==> config.mk <==
export PLATFORM = sky130hd
export DESIGN_NAME = mat_op_sequencer
export DESIGN_NICKNAME = d
export VERILOG_FILES = /design/src/rtl/mat_pkg.sv /design/src/rtl/mat_addr_calc.sv /design/src/rtl/mat_op_sequencer.sv
export SDC_FILE = /design/constraint.sdc
export NUM_CORES = 1
export LEC_CHECK = 0
export BUFFER_PORTS_ARGS = -buffer_cell sky130_fd_sc_hd__buf_2
export CAP_MARGIN = 25
export CORE_MARGIN = 2
export CORE_UTILIZATION = 50
export CTS_CLUSTER_DIAMETER = 150
export CTS_CLUSTER_SIZE = 14
export DETAILED_ROUTE_END_ITERATION = 8
export GPL_TIMING_DRIVEN = 0
export PLACE_DENSITY = 0.69
export SETUP_SLACK_MARGIN = 0.1
export SKIP_CTS_REPAIR_TIMING = 1
export SLEW_MARGIN = 10
export SYNTH_ARGS = -nofsm -noshare
export SYNTH_HDL_FRONTEND = slang
export SYNTH_SLANG_ARGS = --single-unit
==> constraint.sdc <==
create_clock -name clk -period 9.2 [get_ports clk]
set_input_delay 0.92 -clock clk [delete_from_list [all_inputs] [get_ports clk]]
set_output_delay 0.92 -clock clk [all_outputs]
set_load 0.005 [all_outputs]
==> src/rtl/mat_pkg.sv <==
// Shared definitions for the matrix operation sequencer: op codes, error codes,
// dimension limit and FSM state encoding.
package mat_pkg;

  localparam int MAX_DIM = 5;

  localparam logic [2:0] OP_T = 3'b000;
  localparam logic [2:0] OP_A = 3'b001;
  localparam logic [2:0] OP_B = 3'b010;
  localparam logic [2:0] OP_C = 3'b011;
  localparam logic [2:0] OP_J = 3'b100;

  localparam logic [2:0] ERR_NONE     = 3'b000;
  localparam logic [2:0] ERR_MISMATCH = 3'b001;
  localparam logic [2:0] ERR_RANGE    = 3'b010;
  localparam logic [2:0] ERR_UNSUP    = 3'b011;
  localparam logic [2:0] ERR_ABORT    = 3'b100;

  typedef enum logic [2:0] {
    IDLE,
    CHECK,
    READ_A,
    READ_B,
    ACC,
    WRITE,
    DONE
  } state_t;

  function automatic logic dim_ok(input logic [3:0] d);
    return (d != 4'd0) && (d <= 4'(MAX_DIM));
  endfunction

endpackage

==> src/rtl/mat_addr_calc.sv <==
// Row-major element address: base + row*cols + col, wrapping modulo 256.
module mat_addr_calc
  import mat_pkg::*;
(
  input  logic [7:0] base,
  input  logic [3:0] row,
  input  logic [3:0] col,
  input  logic [3:0] cols,
  output logic [7:0] addr
);

  assign addr = base + (8'(row) * 8'(cols)) + 8'(col);

endmodule

==> src/rtl/mat_op_sequencer.sv <==
// Sequences element-wise matrix operations (transpose, add, scalar, multiply)
// over a single read/write storage port, one result element at a time.
module mat_op_sequencer
  import mat_pkg::*;
(
  input  logic        clk,
  input  logic        rst_n,
  input  logic        start,
  input  logic        abort,
  input  logic [2:0]  op,
  input  logic [3:0]  scalar,
  input  logic [3:0]  a_m,
  input  logic [3:0]  a_n,
  input  logic [3:0]  b_m,
  input  logic [3:0]  b_n,
  input  logic [7:0]  a_base,
  input  logic [7:0]  b_base,
  input  logic [7:0]  r_base,
  output logic        rd_en,
  output logic [7:0]  rd_addr,
  input  logic [7:0]  rd_data,
  output logic        wr_en,
  output logic [7:0]  wr_addr,
  output logic [19:0] wr_data,
  output logic        busy,
  output logic        op_done,
  output logic [2:0]  error_type,
  output logic [3:0]  result_m,
  output logic [3:0]  result_n
);

  state_t      state, state_nxt;
  logic [2:0]  op_q;
  logic [3:0]  scalar_q, a_m_q, a_n_q, b_m_q, b_n_q;
  logic [7:0]  a_base_q, b_base_q, r_base_q;
  logic [3:0]  i_q, j_q, k_q, i_nxt, j_nxt, k_nxt;
  logic [7:0]  a_reg;
  logic [19:0] acc, sum;
  logic [2:0]  chk_err;
  logic        b_used, last_col, last_row, last_k;
  logic [3:0]  col_last;

  logic [7:0]  rd_base, wr_base, rd_calc, wr_calc;
  logic [3:0]  rd_row, rd_col, rd_cols, wr_row, wr_col, wr_cols;

  assign col_last = (op_q == OP_C) ? b_n_q : a_n_q;
  assign last_col = (j_q == col_last - 4'd1);
  assign last_row = (i_q == a_m_q - 4'd1);
  assign last_k   = (k_q == a_n_q - 4'd1);

  // Operand validation on the latched request, range errors taking precedence.
  always_comb begin
    chk_err = ERR_NONE;
    b_used  = (op_q == OP_A) || (op_q == OP_C);
    if (!dim_ok(a_m_q) || !dim_ok(a_n_q) ||
        (b_used && (!dim_ok(b_m_q) || !dim_ok(b_n_q))))
      chk_err = ERR_RANGE;
    else if (op_q > OP_C)
      chk_err = ERR_UNSUP;
    else if ((op_q == OP_A) && ((a_m_q != b_m_q) || (a_n_q != b_n_q)))
      chk_err = ERR_MISMATCH;
    else if ((op_q == OP_C) && (a_n_q != b_m_q))
      chk_err = ERR_MISMATCH;
  end

  // Next state and next element indices; abort overrides everything outside IDLE.
  always_comb begin
    state_nxt = state;
    i_nxt     = i_q;
    j_nxt     = j_q;
    k_nxt     = k_q;
    case (state)
      IDLE: begin
        if (start) begin
          state_nxt = CHECK;
          i_nxt     = 4'd0;
          j_nxt     = 4'd0;
          k_nxt     = 4'd0;
        end
      end
      CHECK:  state_nxt = (chk_err != ERR_NONE) ? DONE : READ_A;
      READ_A: state_nxt = ((op_q == OP_A) || (op_q == OP_C)) ? READ_B : ACC;
      READ_B: state_nxt = ACC;
      ACC: begin
        if ((op_q == OP_C) && !last_k) begin
          k_nxt     = k_q + 4'd1;
          state_nxt = READ_A;
        end else begin
          state_nxt = WRITE;
        end
      end
      WRITE: begin
        k_nxt = 4'd0;
        if (last_col) begin
          if (last_row) begin
            state_nxt = DONE;
          end else begin
            j_nxt     = 4'd0;
            i_nxt     = i_q + 4'd1;
            state_nxt = READ_A;
          end
        end else begin
          j_nxt     = j_q + 4'd1;
          state_nxt = READ_A;
        end
      end
      DONE:    state_nxt = IDLE;
      default: state_nxt = IDLE;
    endcase
    if (abort && (state != IDLE))
      state_nxt = IDLE;
  end

  // Read addresses are formed from the indices of the state being entered.
  always_comb begin
    rd_base = a_base_q;
    rd_row  = i_nxt;
    rd_col  = (op_q == OP_C) ? k_nxt : j_nxt;
    rd_cols = a_n_q;
    if (state_nxt == READ_B) begin
      rd_base = b_base_q;
      rd_row  = (op_q == OP_C) ? k_nxt : i_nxt;
      rd_col  = j_nxt;
      rd_cols = b_n_q;
    end
  end

  always_comb begin
    wr_base = r_base_q;
    wr_row  = i_q;
    wr_col  = j_q;
    wr_cols = col_last;
    if (op_q == OP_T) begin
      wr_row  = j_q;
      wr_col  = i_q;
      wr_cols = a_m_q;
    end
  end

  mat_addr_calc u_rd_addr (
    .base (rd_base),
    .row  (rd_row),
    .col  (rd_col),
    .cols (rd_cols),
    .addr (rd_calc)
  );

  mat_addr_calc u_wr_addr (
    .base (wr_base),
    .row  (wr_row),
    .col  (wr_col),
    .cols (wr_cols),
    .addr (wr_calc)
  );

  // In ACC rd_data holds the last operand read; a_reg holds the earlier one.
  always_comb begin
    sum = 20'd0;
    case (op_q)
      OP_T:    sum = 20'(rd_data);
      OP_B:    sum = 20'(rd_data) * 20'(scalar_q);
      OP_A:    sum = 20'(a_reg) + 20'(rd_data);
      default: sum = acc + (20'(a_reg) * 20'(rd_data));
    endcase
  end

  always_ff @(posedge clk or negedge rst_n) begin
    if (!rst_n) begin
      state      <= IDLE;
      i_q        <= 4'd0;
      j_q        <= 4'd0;
      k_q        <= 4'd0;
      op_q       <= 3'd0;
      scalar_q   <= 4'd0;
      a_m_q      <= 4'd0;
      a_n_q      <= 4'd0;
      b_m_q      <= 4'd0;
      b_n_q      <= 4'd0;
      a_base_q   <= 8'd0;
      b_base_q   <= 8'd0;
      r_base_q   <= 8'd0;
      a_reg      <= 8'd0;
      acc        <= 20'd0;
      busy       <= 1'b0;
      op_done    <= 1'b0;
      rd_en      <= 1'b0;
      rd_addr    <= 8'd0;
      wr_en      <= 1'b0;
      wr_addr    <= 8'd0;
      wr_data    <= 20'd0;
      error_type <= ERR_NONE;
      result_m   <= 4'd0;
      result_n   <= 4'd0;
    end else begin
      state   <= state_nxt;
      i_q     <= i_nxt;
      j_q     <= j_nxt;
      k_q     <= k_nxt;
      busy    <= (state_nxt != IDLE);
      op_done <= (state_nxt == DONE);
      rd_en   <= (state_nxt == READ_A) || (state_nxt == READ_B);
      wr_en   <= (state_nxt == WRITE);

      if ((state_nxt == READ_A) || (state_nxt == READ_B))
        rd_addr <= rd_calc;
      if (state_nxt == WRITE) begin
        wr_addr <= wr_calc;
        wr_data <= sum;
      end

      if ((state == IDLE) && start) begin
        op_q     <= op;
        scalar_q <= scalar;
        a_m_q    <= a_m;
        a_n_q    <= a_n;
        b_m_q    <= b_m;
        b_n_q    <= b_n;
        a_base_q <= a_base;
        b_base_q <= b_base;
        r_base_q <= r_base;
      end

      if (state == READ_B)
        a_reg <= rd_data;
      if (state == ACC)
        acc <= sum;
      else if ((state == CHECK) || (state == WRITE))
        acc <= 20'd0;

      if (state_nxt == CHECK)
        error_type <= ERR_NONE;
      else if (abort && (state != IDLE))
        error_type <= ERR_ABORT;
      else if ((state == CHECK) && (state_nxt == DONE))
        error_type <= chk_err;

      // Only the error path reaches DONE straight from CHECK.
      if (state_nxt == DONE) begin
        if (state == CHECK) begin
          result_m <= 4'd0;
          result_n <= 4'd0;
        end else if (op_q == OP_T) begin
          result_m <= a_n_q;
          result_n <= a_m_q;
        end else begin
          result_m <= a_m_q;
          result_n <= col_last;
        end
      end
    end
  end

endmodule

==> results.ini, run 1 <==
[outcome]
status = finished clean

[timing]
worst_pin_slew_ps = 789
rsz0062_at_grt = false
slew_viol_final = 0
min_period_ps = 6500
setup_viol = 0
fin_skew_ps = 9.07
final.setup.tns_ps = 0
fmax_mhz = 154
fin_crit_sh_pct = 70.7
slew_headroom_pct = 46.8
hold_viol_final = 0

[critical_path]
critPathArrivalTime_ps = 6820
crit_type = reg2reg
path_max_fanout = 8
cp_data_required_time_ps = 9520
critPathLaunchType = register
cp-end-kind = register

[drt]
postRouteAntennaNets = 0
met3_wirelength_microns = 1300
route.detailed.drc = 0
drt_iter0_markers = 576
dr.pass1.iters = 6
wl_met1_microns = 13200
wl_met2_microns = 15600
num_vias = 9262
routedWlPerCell_microns = 18.5
top_layer = met5
vias_per_cell = 5.51
wl_microns = 31100

[placement]
dpl_cell_area_sq_mm = 0.0131
dp.cells = 1649
gp_congestion = 0.903
port_buffers = 109
hpwl_microns = 24000

[synthesis]
synthFlopType = dfrtp_1
syn_inst = 1219
synth_edf_count = 0
synth_top_area_share_pct = 29.2
synth.distinct_cells = 75
yosysTopAreaCell = dfrtp_1
async_flop_share_pct = 100
ys_warn_count = 0
ys_seq_area_share_pct = 29.2
avgSynthCellArea_sq_um = 9.91
synth_area_leaders = dfrtp_1 (29%), fa_1 (15%), ha_1 (10%), mux2_2 (6.2%), inv_1 (4.4%)
synth_seq_cells = 141
syn_nets = 1468
synth_area_sq_mm = 0.0121

[clock_tree]
htree_num_levels = 4
cts_sinks = 141
cts_buffers = 17
clk_pin_slew_ps = 70
cts_tree = built
cts_buffer_depth = 2
clk_latency_ps = 430
clock-root-buffer = clkbuf_16

[die]
fp.dieArea_sq_mm = 0.0254
die_h_microns = 159
pin_count = 110
die_w_microns = 159
core_sq_mm = 0.0236
initial_core_util_pct = 51.2
num_rows = 56

[finish]
layout.nets = 1598
fillers = 2064
final_cell_count_no_fill = 1682
synthToLayoutAreaGrowth_pct = 13.2
final_cell_mix = inv_1 (143), dfrtp_1 (141), nand2_1 (125)
layout_commonest_cell = inv_1
fin_area_sq_mm = 0.0137
top_regs = acc x20, wr_data x20
drive_gt1_share_pct = 19.5

[global_route]
grt_pass1_vias = 9810
grt_usage_pct = 25.4
grt_start_max_net_pins = 94
grt_pass1_wl_microns = 50800
grt_overflow = 0
antenna_found_initial = 2

[flow_run]
drv_cap = 0

[hold_path]
hold_path_class = in2async

## cell type report
cell class | count | area (sq um) | share of cell area [%]
multi-input cells | 882 | 7770 | 56.9
flip-flops and latches | 141 | 3530 | 25.8
repair buffers | 111 | 591 | 4.32
inverters | 145 | 544 | 3.98
clock buffers | 17 | 425 | 3.11
well taps | 319 | 399 | 2.92
plain buffers | 51 | 240 | 1.76
clock inverters | 15 | 166 | 1.22
diodes | 1 | 2.50 | 0.0183
## per-stage QoR
step | utilization [%] | hold WS [ps] | setup slack [ps]
after detailed placement | 55.4 | 466 | 2730
after floorplan | - | 449 | 3470
final | 57.9 | 382 | 2700
after CTS | 57.9 | 390 | 2700
after global placement | 55.2 | 458 | 2760
after global routing | 57.9 | 400 | 2290
## logic make-up after synthesis
kind of cell	Yosys count	share of synthesized area, %
and+or+nand+nor	323	12.8
DFF	141	29.2
buffers and inverters	196	6.49
muxes	101	9.83
AOI/OAI and AO/OA	203	11.5
xor gates and xnor gates	65	4.83
adders and majority gates	190	25.3
## cells in the mapped netlist, types with 4 or more instances
cell / number
a31oi_1: 9
or3_1: 4
a21o_1: 10
clkbuf_1: 32
or2_2: 10
nor2b_1: 7
nand3_1: 10
a211oi_1: 7
nor3_1: 15
o21bai_1: 9
nand4_1: 4
mux2_4: 16
nand2b_1: 11
and2_1: 41
mux2i_1: 17
o22ai_1: 4
mux2_2: 67
xnor2_1: 45
a211o_1: 4
inv_1: 143
buf_2: 6
fa_1: 91
dfrtp_1: 141
a21oi_1: 45
ha_1: 99
buf_1: 6
o21a_1: 8
o31ai_1: 22
a22o_1: 14
o21ai_1: 5
and3_1: 5
nand2_1: 125
buf_6: 4
o21ai_0: 37
xor2_1: 19
nor2_1: 68
nand3b_1: 4
## metal layers
layer  GRT usage [%]  vias up
li1                -     4352
met1            32.3     4616
met2            44.0      238
met3            4.01       54
met4            8.84        2
met5               0        -
## worst paths after layout
path,from,to,slack (ps),cells past startpoint
max,a_n_q[0]$_DFFE_PN0P_,rd_addr[7]$_DFFE_PN0P_,2700,22
min,rst_n,r_base_q[5]$_DFFE_PN0P_,380,1
max reg2reg,a_n_q[0]$_DFFE_PN0P_,rd_addr[7]$_DFFE_PN0P_,2700,22
min reg2reg,result_m[2]$_DFFE_PN0P_,result_m[2]$_DFFE_PN0P_,480,2
max in group asynchronous,rst_n,op_q[1]$_DFFE_PN0P_,8000,2
min in group clk,result_m[2]$_DFFE_PN0P_,result_m[2]$_DFFE_PN0P_,480,2
## critical path: stages (launching register included)
cell and delay (ps):
dfrtp_1 350, clkbuf_1 420, inv_1 200, ha_1 330, xor2_1 170, and3_1 170, nand3_1 70, a21oi_1 530
nand3_1 330, mux2_2 390, or2_1 240, fa_1 510, fa_1 530, fa_1 550, inv_1 70, ha_1 290
a21o_1 150, a21oi_1 230, o21bai_1 110, a21oi_1 210, xnor2_1 170, xnor2_1 90, mux2_2 260
Power of run 1 is left out: the tool's default activity adds up to more than one toggle a clock period on the data nets, which glitch-free logic cannot reach.
==> inputs of run 2 (changes only) <==
--- a/config.mk
+++ b/config.mk
@@ -5,6 +5,7 @@
 export SDC_FILE = /design/constraint.sdc
 export NUM_CORES = 1
 export LEC_CHECK = 0
+export ABC_AREA = 1
 export BUFFER_PORTS_ARGS = -buffer_cell sky130_fd_sc_hd__buf_2
 export CAP_MARGIN = 25
 export CORE_MARGIN = 2
@@ -13,7 +14,7 @@
 export CTS_CLUSTER_SIZE = 14
 export DETAILED_ROUTE_END_ITERATION = 8
 export GPL_TIMING_DRIVEN = 0
-export PLACE_DENSITY = 0.69
+export PLACE_DENSITY = 0.71
 export SETUP_SLACK_MARGIN = 0.1
 export SKIP_CTS_REPAIR_TIMING = 1
 export SLEW_MARGIN = 10
==> constraint.sdc (replaced) <==
create_clock -name clk -period 5.5 [get_ports clk]
set_input_delay 0.55 -clock clk [delete_from_list [all_inputs] [get_ports clk]]
set_output_delay 0.55 -clock clk [all_outputs]
set_load 0.005 [all_outputs]
==> run 2 against run 1 <==
Net effect:
- count of clock-buffer cells in the layout unchanged
- cell count increased by 27%
- critical endpoint unchanged
- wire length is 11% higher
- first-iteration DRC count grew 53%
- critical path type unchanged
- flip-flop and latch count is the same
==> results.ini, run 2 <==
[outcome]
status = finished clean

[synthesis]
ys_seq_area_share_pct = 28.4
synth_most_common_cell = nand2_1
synthFlopType = dfrtp_1
synth.distinct_cells = 49
synth_area_leaders = dfrtp_1 (28%), nand2_1 (16%), fa_1 (15%), ha_1 (10%), inv_1 (7.9%)
synth_edf_count = 0
syn_inst = 1659
synth_area_sq_mm = 0.0124
synth_top_area_share_pct = 28.4
synth_commonest_cells = nand2_1 (544), inv_1 (261), dfrtp_1 (141)
async_flop_share_pct = 100
ys_warn_count = 0
syn_nets = 1908
yosysTopAreaCell = dfrtp_1
synth_seq_cells = 141
avgSynthCellArea_sq_um = 7.49

[die]
initial_core_util_pct = 51.0
num_rows = 57
core_sq_mm = 0.0244
die_w_microns = 162
die_h_microns = 162
fp.dieArea_sq_mm = 0.0261
pin_count = 110

[drt]
wl_microns = 34600
dr.pass1.iters = 6
top_layer = met4
vias_per_cell = 5.24
postRouteAntennaNets = 0
wl_met1_microns = 14700
num_vias = 11200
drt_iter0_markers = 882
route.detailed.drc = 0
met3_wirelength_microns = 1730
routedWlPerCell_microns = 16.1
wl_met2_microns = 17000

[clock_tree]
htree_num_levels = 4
cts_buffers = 17
clock-root-buffer = clkbuf_16
cts_sinks = 141
cts_buffer_depth = 2
cts_tree = built
clk_latency_ps = 430
clk_pin_slew_ps = 70

[finish]
diodes = 0
final_cell_mix = nand2_1 (538), inv_1 (258), dfrtp_1 (138)
layout_commonest_cell = nand2_1
top_regs = acc x20, wr_data x20
multi_input_area_sq_mm = 0.00779
fin_area_sq_mm = 0.0143
drive_gt1_share_pct = 13.6
fillers = 2284
layout.nets = 2056
synthToLayoutAreaGrowth_pct = 15.1
seq_area_sq_mm = 0.00353

[global_route]
grt_overflow = 0
grt_pass1_vias = 10900
grt_start_max_net_pins = 95
grt_usage_pct = 26.8
antenna_found_initial = 0
grt_pass1_wl_microns = 55200

[timing]
worst_pin_slew_ps = 894
rsz0062_at_grt = true
final.setup.tns_ps = 0
fin_crit_sh_pct = 99.1
hold_viol_final = 0
slew_headroom_pct = 40.2
fmax_mhz = 183
slew_viol_final = 0
min_period_ps = 5450
setup_viol = 0
fin_skew_ps = 11.8
finalHoldWorstSlack_ps = 11.9

[placement]
port_buffers = 109
dpl_cell_area_sq_mm = 0.0134
hpwl_microns = 27000
gp_congestion = 0.922

[critical_path]
worst_path_largest_cell_delay_ps = 550
cpMostUsedCell = nand2_1
critPathArrivalTime_ps = 5770
cp-end-kind = register
critical_path.slowest_cell = fa_1
reg2reg_slack_ps = 50
crit_type = reg2reg
critPathLaunchType = register
path_max_fanout = 10
cp_data_required_time_ps = 5820

[hold_path]
hold_path_class = in2async

[flow_run]
drv_cap = 0

## run 2: cell types whose count changed in the layout (fill, tap and decap cells not counted), sizes merged, moves of 13 or more
cell	change
a21oi	+17
mux2i	-16
nand4	+14
nor2	+22
inv	+128
mux2	-77
o31ai	-21
xnor2	-34
nand3	+68
and2	-41
buf	+15
nand2	+429
a22o	-13
o21ai	+74
## run 2: area by class of cell
cell class	count	share of cell area [%]
buffer	50	1.67
clock buffer	17	2.97
clock inverter	15	0.988
inverter	275	7.31
multi-input combinational	1193	54.5
sequential	141	24.7
tap	324	2.83
timing repair buffer	129	5.07
## run 2: stage by stage
stage	setup slack, ps	std cells	util, %
2_1_floorplan	357	1659	-
3_3_place_gp	-349	2092	54.9
3_5_place_dp	-404	2093	55.0
4_1_cts	-455	2125	57.3
5_1_grt	-183	2144	58.7
6_report	49.4	2144	58.7
## run 2: worst paths after layout
kind / from / endpoint / cells past startpoint
setup / recovery: op_q[2]$_DFFE_PN0P_ / rd_addr[7]$_DFFE_PN0P_ / 32
hold / removal: rst_n / rd_addr[5]$_DFFE_PN0P_ / 1
setup reg to reg: op_q[2]$_DFFE_PN0P_ / rd_addr[7]$_DFFE_PN0P_ / 32
hold reg to reg: result_n[0]$_DFFE_PN0P_ / result_n[0]$_DFFE_PN0P_ / 2
max in group asynchronous: rst_n / op_q[1]$_DFFE_PN0P_ / 2
min in group clk: b_base[0] / b_base_q[0]$_DFFE_PN0P_ / 3
## run 2: kinds of logic after synthesis
group	after synthesis	share of synthesized area, %
AND/OR/NAND/NOR	756	24.9
buffers and inverters	325	10.2
AO/OA/AOI/OAI	215	9.47
adder cells (fa/ha/maj)	190	24.6
flip-flops	141	28.4
XOR/XNOR	24	1.75
multiplexers	8	0.705
## run 2: per-layer routing
layer	up-vias	global-route usage, %
met1	5340	35.6
met4	0	9.33
met5	-	0
met3	54	3.40
met2	340	45.6
li1	5508	-
## run 2: worst max-delay path, delay by kind of cell (launching register included)
kind	cells	cell delay, ps
flip-flops	1	430
AND/OR/NAND/NOR	18	1830
AO/OA/AOI/OAI	2	340
buffers and inverters	5	490
adder cells (fa/ha/maj)	5	1900
XOR/XNOR	2	350
Power of run 2 is left out for the same reason.
==> inputs of run 3 (changes only) <==
--- a/config.mk
+++ b/config.mk
@@ -14,7 +14,7 @@
 export CTS_CLUSTER_SIZE = 14
 export DETAILED_ROUTE_END_ITERATION = 8
 export GPL_TIMING_DRIVEN = 0
-export PLACE_DENSITY = 0.71
+export PLACE_DENSITY = 0.77
 export SETUP_SLACK_MARGIN = 0.1
 export SKIP_CTS_REPAIR_TIMING = 1
 export SLEW_MARGIN = 10
==> run 3 against run 2 <==
Net effect:
- cell count rose by 0.33%
- clock skew is 3.6 ps lower
- non-clock buffer count increased by 7
- sequential share of layout area is 0.11 points lower
- via count up 1.6%
- flip-flop and latch count unchanged
==> results.ini, run 3 (synthesis gave the netlist of run 2 again) <==
[critical_path]
critPathArrivalTime_ps = 5690
reg2reg_slack_ps = 150
cp-end-kind = register
critical_path.slowest_cell = fa_1
worst_path_largest_cell_delay_ps = 550
cp_data_required_time_ps = 5830
crit_start = op_q[2]$_DFFE_PN0P_
cp-endpoint = rd_addr[7]$_DFFE_PN0P_
r2r-start = op_q[2]$_DFFE_PN0P_
cpMostUsedCell = nand2_1
path_max_fanout = 6
critPathLaunchType = register
crit_type = reg2reg
r2r.worst_path.cells = 31
reg2reg_to = rd_addr[7]$_DFFE_PN0P_

[finish]
final_util_pct = 58.9
layout.nets = 2063
diodes = 0
fin_area_sq_mm = 0.0144
final_cell_mix = nand2_1 (539), inv_1 (261), dfrtp_1 (138)
seq_area_sq_mm = 0.00353
synthToLayoutAreaGrowth_pct = 15.6
top_regs = acc x20, wr_data x20
layout_commonest_cell = nand2_1
final_cell_count_no_fill = 2151
fillers = 2197
drive_gt1_share_pct = 13.8
multi_input_area_sq_mm = 0.00779

[die]
num_rows = 57
core_sq_mm = 0.0244
initial_core_util_pct = 51.0
fp.dieArea_sq_mm = 0.0261
die_w_microns = 162
pin_count = 110
die_h_microns = 162

[timing]
fin_crit_sh_pct = 97.3
min_period_ps = 5350
rsz0062_at_grt = true
slew_viol_final = 0
worst_pin_slew_ps = 928
setup_viol = 0
hold_viol_final = 0
layout_setup_ws_ps = 146
fmax_mhz = 187
fin_skew_ps = 8.22
slew_headroom_pct = 37.9

[clock_tree]
cts_buffer_depth = 2
clk_pin_slew_ps = 70
cts_sinks = 141
htree_num_levels = 4
cts_tree = built
clk_latency_ps = 440
cts_buffers = 17
clock-root-buffer = clkbuf_16

[drt]
route.detailed.drc = 0
postRouteAntennaNets = 0
vias_per_cell = 5.31
wl_microns = 34700
num_vias = 11400
routedWlPerCell_microns = 16.1
drt_iter0_markers = 975
dr.pass1.iters = 6

[placement]
dpl_cell_area_sq_mm = 0.0134
pre_cts_slack_ps = -371
hpwl_microns = 26900
port_buffers = 109
dp.cells = 2093
gp_congestion = 0.955

[global_route]
grt_usage_pct = 26.7
grt_overflow = 0
grt_pass1_vias = 11000
antenna_found_initial = 0
grt_pass1_wl_microns = 55000
grt_start_max_net_pins = 104

[flow_run]
drv_cap = 0

[outcome]
status = finished clean

[hold_path]
hold_path_class = in2reg

==> run 3: worst min path at each step <==
stage | start | end | cells past startpoint
floorplan | rst_n | a_base_q[0]$_DFFE_PN0P_ | 0
global placement | wr_addr[0]$_DFFE_PN0P_ | wr_addr[0]$_DFFE_PN0P_ | 2
detailed placement | rst_n | rd_addr[5]$_DFFE_PN0P_ | 1
CTS | rst_n | rd_addr[5]$_DFFE_PN0P_ | 1
global route | a_base[1] | a_base_q[1]$_DFFE_PN0P_ | 3
finish | a_base[4] | a_base_q[4]$_DFFE_PN0P_ | 3
==> run 3: per-layer routing <==
metal	track usage, %	share of wire, %	vias up
met5	0	0	-
met4	9.90	3.6	0
met3	3.93	6.5	74
met2	46.3	49	430
met1	34.0	40	5417
li1	-	-	5505
==> run 3: cell type report <==
| cell class | instances | share of cell area (%) |
|---|---|---|
| timing repair buffer | 136 | 5.43 |
| clock inverter | 15 | 1.06 |
| tap | 324 | 2.82 |
| buffer | 50 | 1.65 |
| clock buffer | 17 | 2.96 |
| multi-input combinational | 1193 | 54.2 |
| sequential | 141 | 24.6 |
| inverter | 275 | 7.30 |
==> run 3: worst max-delay path: cells and delay by family, from the launching register on <==
kind                       cells  cell delay [ps]
adders and majority gates      5             2000
xor gates and xnor gates       2              400
buffers and inverters          5              520
AOI/OAI and AO/OA              2              270
and+or+nand+nor               17             1650
DFF                            1              420
==> run 3: per-stage QoR <==
step	setup TNS, ps	hold slack, ps
finish	0	310
global route	-100	316
CTS	-410	-17.6
detailed placement	-371	448
global placement	-294	460
floorplan	0	254
Power of run 3 is left out for the same reason.
